[src/rtl/key_conditioner.sv]
// Two-key debouncer: per-key 2-flop synchronizer, debounce FSM, press strobe and held level.
// Optional macro KEY_TIE_BLOCK_EN drops both strobes in any cycle where both keys fire together.
module key_conditioner #(
  parameter int unsigned DEBOUNCE_CYCLES = 4
) (
  input  logic       clk,
  input  logic       reset,
  input  logic       key_l_raw,
  input  logic       key_r_raw,
  output logic       l_pulse,
  output logic       r_pulse,
  output logic       l_held,
  output logic       r_held,
  output logic [1:0] l_state,
  output logic [1:0] r_state
);

  typedef enum logic [1:0] {
    IDLE       = 2'd0,
    PRESS_WAIT = 2'd1,
    HELD       = 2'd2,
    REL_WAIT   = 2'd3
  } key_state_t;

  localparam logic [7:0] CNT_LAST = 8'(DEBOUNCE_CYCLES - 1);

  // Index 0 is the left key, index 1 the right key.
  logic [1:0] raw;
  logic [1:0] s1;
  logic [1:0] s2;
  logic [1:0] fire;
  logic       l_next;
  logic       r_next;
  key_state_t state      [2];
  key_state_t state_next [2];
  logic [7:0] cnt        [2];
  logic [7:0] cnt_next   [2];

  assign raw = {key_r_raw, key_l_raw};

  always_ff @(posedge clk) begin
    if (reset) begin
      s1      <= 2'b00;
      s2      <= 2'b00;
      l_pulse <= 1'b0;
      r_pulse <= 1'b0;
      for (int k = 0; k < 2; k++) begin
        state[k] <= IDLE;
        cnt[k]   <= 8'd0;
      end
    end else begin
      s1      <= raw;
      s2      <= s1;
      l_pulse <= l_next;
      r_pulse <= r_next;
      for (int k = 0; k < 2; k++) begin
        state[k] <= state_next[k];
        cnt[k]   <= cnt_next[k];
      end
    end
  end

  // cnt only advances while below CNT_LAST, so it never wraps.
  always_comb begin
    for (int k = 0; k < 2; k++) begin
      state_next[k] = state[k];
      cnt_next[k]   = cnt[k];
      fire[k]       = 1'b0;
      case (state[k])
        IDLE: begin
          if (s2[k]) begin
            state_next[k] = PRESS_WAIT;
            cnt_next[k]   = 8'd0;
          end
        end
        PRESS_WAIT: begin
          if (!s2[k]) begin
            state_next[k] = IDLE;
          end else if (cnt[k] == CNT_LAST) begin
            state_next[k] = HELD;
            fire[k]       = 1'b1;
          end else begin
            cnt_next[k] = cnt[k] + 8'd1;
          end
        end
        HELD: begin
          if (!s2[k]) begin
            state_next[k] = REL_WAIT;
            cnt_next[k]   = 8'd0;
          end
        end
        REL_WAIT: begin
          if (s2[k]) begin
            state_next[k] = HELD;
          end else if (cnt[k] == CNT_LAST) begin
            state_next[k] = IDLE;
          end else begin
            cnt_next[k] = cnt[k] + 8'd1;
          end
        end
        default: begin
          state_next[k] = IDLE;
          cnt_next[k]   = 8'd0;
        end
      endcase
    end
  end

`ifdef KEY_TIE_BLOCK_EN
  // A simultaneous press is ambiguous to the light chain, so neither strobe is sent.
  assign l_next = fire[0] & ~fire[1];
  assign r_next = fire[1] & ~fire[0];
`else
  assign l_next = fire[0];
  assign r_next = fire[1];
`endif

  assign l_held  = (state[0] == HELD) || (state[0] == REL_WAIT);
  assign r_held  = (state[1] == HELD) || (state[1] == REL_WAIT);
  assign l_state = state[0];
  assign r_state = state[1];

endmodule

[config.mk]
export PLATFORM = sky130hd
export DESIGN_NAME = key_conditioner
export DESIGN_NICKNAME = d
export VERILOG_FILES = /design/src/rtl/key_conditioner.sv
export SDC_FILE = /design/constraint.sdc
export NUM_CORES = 1
export LEC_CHECK = 0
export BUFFER_PORTS_ARGS = -buffer_cell sky130_fd_sc_hd__clkbuf_2
export CAP_MARGIN = 20
export CELL_PAD_IN_SITES_DETAIL_PLACEMENT = 0
export CELL_PAD_IN_SITES_GLOBAL_PLACEMENT = 2
export CORE_MARGIN = 10
export CORE_UTILIZATION = 38
export CTS_CLUSTER_SIZE = 24
export DETAILED_ROUTE_END_ITERATION = 8
export GPL_TIMING_DRIVEN = 0
export PLACE_DENSITY = 0.85
export SLEW_MARGIN = 15
export SYNTH_ARGS = -nofsm -noshare
export SYNTH_HDL_FRONTEND = slang
export SYNTH_SLANG_ARGS = --single-unit
[constraint.sdc]
create_clock -name clk -period 2.8 [get_ports clk]
set_input_delay 0 -clock clk [delete_from_list [all_inputs] [get_ports clk]]
set_output_delay 0 -clock clk [all_outputs]
set_load 0.1 [all_outputs]
# Yosys cells after proc, flatten, opt, wreduce, memory -nomap -nowiden
# Memory sizes are Yosys's and may differ from the RTL's.
# Index checks and enable logic that the tools add are counted.
[op_classes] add_sub_neg=2 n_eq_ne=8 n_mux=35 bitwise=8 reduce_logical=6
[ops] op="8-bit 2-to-1 mux" n=12
[ops] op="8-bit one-hot mux with 4 select lines" n=2
[ops] op="2-bit 2-to-1 mux" n=14
[ops] op="8-bit by 1-bit adder with 8-bit output (second input constant)" n=2
[ops] op="8-bit by 2-bit equality test with 1-bit output (second input constant)" n=2
[ops] op="2-bit one-hot mux with 4 select lines" n=2
[ops] op="2-bit equality test (second input constant)" n=4
[ops] op="3-bit OR reduction" n=2
[ops] op="1-bit 2-to-1 mux" n=5
[ops] op="2-bit by 1-bit equality test with 1-bit output (second input constant)" n=2
[ops] op="2-bit zero test" n=2
[ops] op="1-bit NOT" n=4
[ops] op="1-bit OR" n=4
[ops] op="1-bit logical OR" n=2
[totals] ff_bits=6 mem_bits_rw=20 inputBits=4 out_inout_bits=8 memories=2
[mem_list] name="cnt" words=2 width=8 read_ports=2 rd_clocked_by_memory_dff=0 wr=2 line="36" rtl="logic [7:0] cnt [2];"
[mem_list] name="state" words=2 width=2 read_ports=2 rd_clocked_by_memory_dff=0 wr=2 line="34" rtl="key_state_t state [2];"

# Logic depth before layout (Yosys ltp)
[depth] depth_word=5 mapped_depth=5 depth_no_buf=5

# Least setup slack after synthesis
# Ideal clock, no wire load.
[synth_path] path_type="reg2reg" startpoint="register (tool-made name)" endpoint="memory cnt[0][7]" t_arrival_ns=2.188 required_ns=2.714 path_slack_ns=0.525 path_stages_with_launch=5 cell_sequence="dfxtp_1 > xnor2_1 > a31o_1 > or3_1 > a221oi_2"
[synth_rtl] item="to (decl)" line="36"

==> impl_metrics.ini <==
[placed_design]
dp_cells = 165
routabilityCongestion = 0.716
dp_hpwl_um = 1620
io_buffers = 10

[power_and_ir_drop]
p_int_mw = 0.530
p_seq_share_pct = 56.1
power.leakage_nw = 0.513
finalPower_mw = 0.673
switching_share_pct = 21.3
comb_power_share_pct = 4.6
p_per_area_mw_per_mm2 = 503
power_frac_clock_pct = 39.2
p_sw_mw = 0.143
vdd_drop_max_mv = 0.246

[yosys]
synthTopCellsByCount = dfxtp_1 (26), nor2_1 (14), nand2_1 (7)
synth_cells = 122
synth_nets = 128
synth_edf_count = 0
synth_seq_cells = 26
synth_top_area_share_pct = 44.3
synth_ff_type = dfxtp_1
syn_avg_cell_area_um2 = 9.63
synth.largest_area_cell = dfxtp_1
ys_top_cells_by_area = dfxtp_1 (44%), nor2_1 (4.5%), xnor2_1 (3.7%), xor2_1 (3.7%), mux2i_1 (3.4%)
synthesis.area_mm2 = 0.00117
synth-seq-area-share_pct = 44.3
synthArstFlopShare_pct = 0
ys_warn_count = 0
ys_types = 37
synth_most_common_cell = dfxtp_1

[die]
dieArea_mm2 = 0.00572
initial_core_util_pct = 39.1
rows = 20
ios = 12
coreArea_mm2 = 0.00300
die_w_um = 75.6
die_height_um = 75.6

[outcome]
status = finished, final reports clean

[sta]
tns_ns = 0
setup_viol = 0
hold_viol_final = 0
skew_ns = 0.00135
relSlewSlack_pct = 57.2
worst_pin_slew_ns = 0.640
rsz0062_at_grt = false
fmax_ghz = 0.546
slew_viol_final = 0
min_period_over_period_pct = 65.4
min_period_ns = 1.83
hold-worst-slack_ns = 0.0439

[critical_path]
crit_chain = ha_1 -> nor4b_2 -> a2111oi_2 -> nor3b_2 -> a211o_1
critPathCaptureType = register
slowest_stage = a2111oi_2
worstPathMaxFanout = 7
cpPeakStageDelay_ns = 0.60
required_ns = 3.09
rr_worst_depth = 5
critPathKind = register to register
critPathArrivalTime_ns = 2.12
critPathLaunchType = register

[grt]
grt-ovfl-total = 0
track_usage_pct = 8.43
grt_antenna_before_repair = 0
grt_pass1_wl_um = 3680
grt_max_degree = 16
grt_pass1_vias = 766

[clocking]
cts_buffers = 3
cts_resized = 0
cts_tree = built
cts-root-buf = clkbuf_4
cts.sinks = 26
clk_pin_slew_worst_paths_ns = 0.15
htreeDepth = 1
cts_buffer_depth = 2
post_cts_buffers = 0
hold_buffers = 2
clock_latency_ns = 0.33

[route]
drc_errors = 0
wl_um = 2230
wl_per_cell_um = 13.0
dr.pass1.iters = 4
postRouteAntennaNets = 0
drtIter0Drc = 39
via_per_inst = 5.32
num_vias = 910

[cells_and_area]
post-route-util_pct = 44.6
fin_cells = 171
drive_above_1_share_pct = 15.9
nNetsFinal = 145
antenna_cells = 0
syn2layout_area_growth_pct = 14.0
fillers = 306

[flow_run]
drv_cap = 0

[min_path]
hp-class = input port to register
hold_depth = 2
per-stage QoR:
stage / area [um^2] / setup slack (ns)
CTS: 1340 / 0.956
detailed placement: 1270 / 0.987
floorplan: 1170 / 0.525
global placement: 1270 / 1.01
global route: 1340 / 0.758
finish: 1340 / 0.970
critical path: cells and delay by family, from the launching register on:
kind / cells / cell delay (ns)
simple gates: 2 / 0.47
fa+ha+maj: 1 / 0.25
compound gates: 2 / 0.71
flops: 1 / 0.37
sequential cells by signal (all words and copies together), names as in the netlist, named ones only:
signal   count
cnt         16
l_pulse      1
r_pulse      1
s1           2
s2           2
state        2
power groups by stage:
| stage | clock network (mW) | registers (mW) | logic [mW] |
|---|---|---|---|
| finish | 0.264 | 0.378 | 0.0311 |
| global placement | 0 | 0.386 | 0.0291 |
| floorplan | 0 | 0.391 | 0.0166 |
| CTS | 0.271 | 0.378 | 0.0317 |
| detailed placement | 0 | 0.386 | 0.0291 |
| global route | 0.283 | 0.379 | 0.0345 |
routing by layer:
| metal | GRT usage [%] | up-vias | wire [um] |
|---|---|---|---|
| met5 | 0 | - | 0 |
| met4 | 4.95 | 0 | 43 |
| met3 | 2.73 | 4 | 145 |
| met2 | 12.2 | 27 | 952 |
| met1 | 10.6 | 407 | 1090 |
| li1 | - | 472 | - |
final cells by class:
class,count,area (um^2),share of cell area [%]
sequential,26,520,38.9
clock buffer,3,22.5,1.68
multi-input combinational,90,627,46.8
tap,33,41.3,3.08
timing repair buffer,12,70.1,5.23
inverter,2,7.51,0.561
clock inverter,1,30.0,2.24
buffer,4,20.0,1.50
cells in the final DEF (no fill, tap or decap), types with 2 or more instances in the layout:
cell           netlist  layout
a211o_1              3       3
nor2_1              14      14
xnor2_1              5       5
clkbuf_1             3       3
a21oi_1              3       3
nand2_1              7       7
dfxtp_1             26      26
nand3_1              2       2
inv_1                2       2
or3_1                2       2
clkbuf_4             0       3
nand4_1              5       5
and3_1               4       4
nor2b_1              5       5
nor4b_1              4       4
dlygate4sd3_1        0       2
xor2_1               5       5
ha_1                 2       2
o21ai_0              3       3
nor3_1               3       3
nor3b_2              3       3
mux2i_1              4       4
clkbuf_2             0      10
kinds of logic after synthesis:
logic type / after synthesis / synth area share, %
AND/OR/NAND/NOR: 56 / 28.4
flip-flops: 26 / 44.3
XOR/XNOR: 10 / 7.45
buffers and inverters: 6 / 2.34
multiplexers: 4 / 3.41
AO/OA/AOI/OAI: 18 / 11.9
adder cells (fa/ha/maj): 2 / 2.13
path summary, 6_finish.rpt:
| check | to | slack, ns | startpoint |
|---|---|---|---|
| min | s1[1] | 0.04 | reset |
| max reg2reg | cnt[0][4] | 0.97 | cnt[0][0] |
| max | cnt[0][4] | 0.97 | cnt[0][0] |
| min reg2reg | s2[1] | 0.46 | s1[1] |
Note: power is estimated with default switching activity, not from simulation.
